### src/rtl/intra_ref_align.sv
`default_nettype none
// +--------------------------------------------------------------------------+
// | intra_ref_align - drives yPos to the angular shift table and aligns a     |
// | latched 7-sample reference window into 4-lane rows.        Rev 1.0       |
// +--------------------------------------------------------------------------+
module intra_ref_align #(
    parameter int BIT_DEPTH = 8,
    parameter int ROWS      = 8
) (
    input  logic                   clk,
    input  logic                   rst_n,
    input  logic                   start,
    input  logic [4:0]             ang,
    input  logic [7*BIT_DEPTH-1:0] ref_win,
    output logic [4:0]             lut_ang,
    output logic [2:0]             lut_ypos,
    input  logic [11:0]            lut_move,
    output logic                   out_valid,
    input  logic                   out_ready,
    output logic [2:0]             out_row,
    output logic [4*BIT_DEPTH-1:0] out_samples,
    output logic                   busy,
    output logic                   done,
    output logic                   move_err
);
    localparam logic [2:0] LAST_ROW = 3'(ROWS - 1);

    typedef enum logic [1:0] {
        S_IDLE  = 2'd0,
        S_RUN   = 2'd1,
        S_DRAIN = 2'd2
    } state_t;

    state_t                    state_q, state_d;
    logic [4:0]                ang_q, ang_d;
    logic [6:0][BIT_DEPTH-1:0] win_q, win_d;
    logic [2:0]                row_q, row_d;
    logic                      valid_q, valid_d;
    logic [2:0]                orow_q, orow_d;
    logic [3:0][BIT_DEPTH-1:0] samp_q, samp_d;
    logic                      done_q, done_d;
    logic                      err_q, err_d;
    logic                      load;
    logic [3:0][BIT_DEPTH-1:0] aligned;
    logic [3:0]                lane_over;

    // Moves of 4..7 clamp to 3, so lane + move never exceeds window index 6.
    generate
        for (genvar k = 0; k < 4; k++) begin : g_lane
            logic [2:0] mv;
            logic [2:0] mv_clamped;
            logic [2:0] idx;
            assign mv           = lut_move[3*k +: 3];
            assign lane_over[k] = mv[2];
            assign mv_clamped   = mv[2] ? 3'd3 : mv;
            assign idx          = 3'(k) + mv_clamped;
            assign aligned[k]   = win_q[idx];
        end
    endgenerate

    always_comb begin
        state_d = state_q;
        ang_d   = ang_q;
        win_d   = win_q;
        row_d   = row_q;
        valid_d = valid_q;
        orow_d  = orow_q;
        samp_d  = samp_q;
        done_d  = 1'b0;
        err_d   = err_q;
        load    = 1'b0;
        case (state_q)
            S_IDLE: begin
                if (start) begin
                    ang_d   = ang;
                    win_d   = ref_win;
                    err_d   = 1'b0;
                    row_d   = 3'd0;
                    state_d = S_RUN;
                end
            end
            S_RUN: begin
                load = !valid_q || out_ready;
                if (load) begin
                    samp_d  = aligned;
                    orow_d  = row_q;
                    valid_d = 1'b1;
                    if (|lane_over) err_d = 1'b1;
                    if (row_q == LAST_ROW) state_d = S_DRAIN;
                    else                   row_d   = row_q + 3'd1;
                end
            end
            S_DRAIN: begin
                if (valid_q && out_ready) begin
                    valid_d = 1'b0;
                    done_d  = 1'b1;
                    state_d = S_IDLE;
                end
            end
            default: state_d = S_IDLE;
        endcase
    end

    always_ff @(posedge clk or negedge rst_n) begin
        if (!rst_n) begin
            state_q <= S_IDLE;
            ang_q   <= '0;
            win_q   <= '0;
            row_q   <= '0;
            valid_q <= 1'b0;
            orow_q  <= '0;
            samp_q  <= '0;
            done_q  <= 1'b0;
            err_q   <= 1'b0;
        end else begin
            state_q <= state_d;
            ang_q   <= ang_d;
            win_q   <= win_d;
            row_q   <= row_d;
            valid_q <= valid_d;
            orow_q  <= orow_d;
            samp_q  <= samp_d;
            done_q  <= done_d;
            err_q   <= err_d;
        end
    end

    // lut_ypos reads 0 outside a strip so an async reset zeroes it at once.
    assign lut_ang     = ang_q;
    assign lut_ypos    = (state_q == S_IDLE) ? 3'd0 : row_q;
    assign out_valid   = valid_q;
    assign out_row     = orow_q;
    assign out_samples = samp_q;
    assign busy        = (state_q != S_IDLE);
    assign done        = done_q;
    assign move_err    = err_q;

endmodule
`default_nettype wire

### config.mk
export PLATFORM = sky130hd
export DESIGN_NAME = intra_ref_align
export DESIGN_NICKNAME = d
export VERILOG_FILES = /design/src/rtl/intra_ref_align.sv
export SDC_FILE = /design/constraint.sdc
export NUM_CORES = 1
export LEC_CHECK = 0
export BUFFER_PORTS_ARGS = -buffer_cell sky130_fd_sc_hd__buf_2
export CAP_MARGIN = 5
export CORE_MARGIN = 5
export CORE_UTILIZATION = 40
export DETAILED_ROUTE_END_ITERATION = 10
export HOLD_SLACK_MARGIN = 0.02
export MAX_ROUTING_LAYER = met4
export PLACE_DENSITY = 0.69
export SYNTH_ARGS = -nofsm -noshare
export SYNTH_HDL_FRONTEND = slang
export SYNTH_SLANG_ARGS = --single-unit
### constraint.sdc
create_clock -name clk -period 3.45 [get_ports clk]
set_input_delay 0.69 -clock clk [delete_from_list [all_inputs] [get_ports clk]]
set_output_delay 0.69 -clock clk [all_outputs]
set_load 0.005 [all_outputs]
==> qor.csv <==
metric,value,unit
status,completed,
nets,809,
ranking of synthesized cells by area,"dfrtp_1 48%, nand2_1 19%, mux2i_1 6.0%",
Inserted Clock Buffers,9,
worst-case clock buffer depth,2,
Max-slew headroom,0.475,
Reg2Reg Launch Point,state_q[1],
CP startpoint kind,primary input,
Post-Syn Instances,625,
period utilisation layout,0.773,
"slowest stage delay, CP",0.66,ns
Pins Over Slew Limit,0,
Synth Area in Simple Gates,0.243,
max-cap viol count,0,
CTS Hold Bufs,0,
post-synthesis mux area share,0.116,
"slowest stage cell, crit path",nor3b_1,
crit-path cells,buf_2 -> or2_1 -> inv_2 -> ha_1 -> nor3b_1 -> a221oi_1 -> nor2_1 -> a32o_1,
hold_ws,0.315,ns
Crit Path Class,primary input to flop,
CP bufs+invs,2,
CORE AREA,13200,um^2
CTS tree,yes,
CP Data Arrival Time,2.95,ns
vias per cell,5.19,
ys async rst share,1.00,
warnings from Yosys,0,
Initial Util,0.408,
row cnt,42,
Max Freq,375,MHz
Placed Cells incl. Taps,893,
Static Leak,0.00319,uW
via total after detailed routing,4722,
dpl hpwl,11400,um
"Worst Setup Slack, final",0.783,ns
final hold viol count,0,
later-pin clock latency in the skew report,0.35,ns
Detailed Routing Iterations Pass 1,5,
routability cong.,0.925,
I/O Buffers,123,
Post-Route WL,15700,um
mean post-synth cell area,8.61,um^2
Post-route DRC,0,
I/O Pins,124,
register area share after synthesis,0.484,
Cell variety after synth,34,
share of layout cells above drive strength 1,0.240,
xor-xnor portion of the synthesized cell area,0,
top post-synthesis cells by count,"278 x nand2_1, 104 x dfrtp_1, 41 x o21ai_0",
final design utilization,0.483,
vias in the first global route,4569,
grt total ovfl,0,
sum of negative setup slack,0,ns
min cycle time layout,2.67,ns
"critical path fanouts, max",19,
Main synth FF type,dfrtp_1,
actual slew at the worst max-slew pin,0.785,ns
die height,126,um
drt first-iter violations,480,
worst reg-to-reg path cell count,4,
largest family of logic cells by synthesized area,simple AND/OR/NAND/NOR gates,
Final ANT Viol Nets,0,
H-tree depth reported by CTS,3,
CTS Root Cell,clkbuf_16,
DIE WIDTH,126,um
critical path's top delay family,simple AND/OR/NAND/NOR gates,
Peak VDD IR,0.348,mV
area of the mapped netlist,5380,um^2
Worst R2R Setup Slack,1.45,ns
GR Util All Layers,0.206,
clk sink count,104,
power per cell area,801,nW/um^2
# diodes,0,
"Data required, critical path",3.74,ns
Synth area leader,dfrtp_1,
first-pass GRT wire length,25000,um
compound-gate portion of the synthesized area,0.110,
most frequent cell after synthesis,nand2_1,
pre-CTS setup slack,0.454,ns
Hold/Removal Path Class,primary input to asynchronous set/reset pin,
syn_nets,706,
cts repair resizes,0,
Synth Register Bits,104,
WL/cell,17.3,um
initial antenna violation count,0,
die area,15900,um^2
CP Capture Type,flop,
Reg-to-Reg End,out_samples[9],
Post-Layout Cell Count,909,
post-CTS setup buffer count,0,
area grow syn2layout,18.5,%
area share of the largest cell type after synthesis,0.484,
clock-pin slew on the worst setup and hold paths,0.07,ns
final setup fails,0,
largest net degree at the start of global routing,66,
adder-cell share of the synthesized area,0.00930,
Post-synth EDFFs,0,
RSZ-0062 raised after global routing,no,
clk_skew,0.00585,ns
-- cells in the final DEF (no fill, tap or decap), drive strengths merged, types with 4 or more instances in the layout --
cell	n
o21ai	41
dfrtp	104
a31oi	4
nor2	18
ha	4
clkbuf	13
mux2i	32
nand3	16
nand2	278
a221oi	7
a21oi	9
o31ai	7
mux2	27
buf	129
a32o	17
nor2b	5
-- power breakdown --
part,leakage [uW],internal [uW],total (uW),switching (uW)
registers,0.00129,1770,2440,664
clock network,0.000134,563,1000,438
logic,0.00176,792,1670,878
total,0.00319,3130,5110,1980
-- cell type report --
type,instances,area [um^2]
Tap cell,176,220
Clock buffer,13,240
Timing Repair Buffer,129,676
Multi-Input combinational cell,480,2580
Clock inverter,3,42.5
Inverter,4,15.0
Fill cell,1309,6810
Sequential cell,104,2600
-- cell families after synthesis --
logic type                 Yosys count
muxes                               59
buffers and inverters               41
and+or+nand+nor                    328
DFF                                104
adders and majority gates            4
AOI/OAI and AO/OA                   89
-- metal layers --
layer / global-route usage / vias up / part of all wire
met4: 0.0713 / 0 / 0.022
met2: 0.300 / 204 / 0.45
met1: 0.290 / 2185 / 0.46
met3: 0.0373 / 29 / 0.073
li1: - / 2304 / -
met5: - / - / 0
-- registers in the layout (all words and copies together), names as in the netlist --
register	cells
move_err	1
done	1
out_samples	32
out_valid	1
state_q	2
win_q	56
out_row	3
row_q	3
lut_ang	5
-- worst max-delay path by stage --
stage / from / endpoint / slack, ns / depth (start not counted)
floorplan: lut_move[11] / out_samples[30] / 0.75 / 10
global placement: lut_move[11] / out_samples[28] / 0.44 / 8
detailed placement: lut_move[11] / out_samples[25] / 0.45 / 8
CTS: lut_move[11] / out_samples[25] / 0.80 / 8
global route: lut_move[11] / out_samples[25] / 0.48 / 8
finish: lut_move[11] / out_samples[25] / 0.78 / 8
-- stage by stage --
stage	area, um^2	power [uW]
global route	6380	5470
floorplan	5380	3280
CTS	6380	5130
global placement	6090	4070
detailed placement	6090	4120
finish	6380	5110
Note: power is estimated with default switching activity, not from simulation.
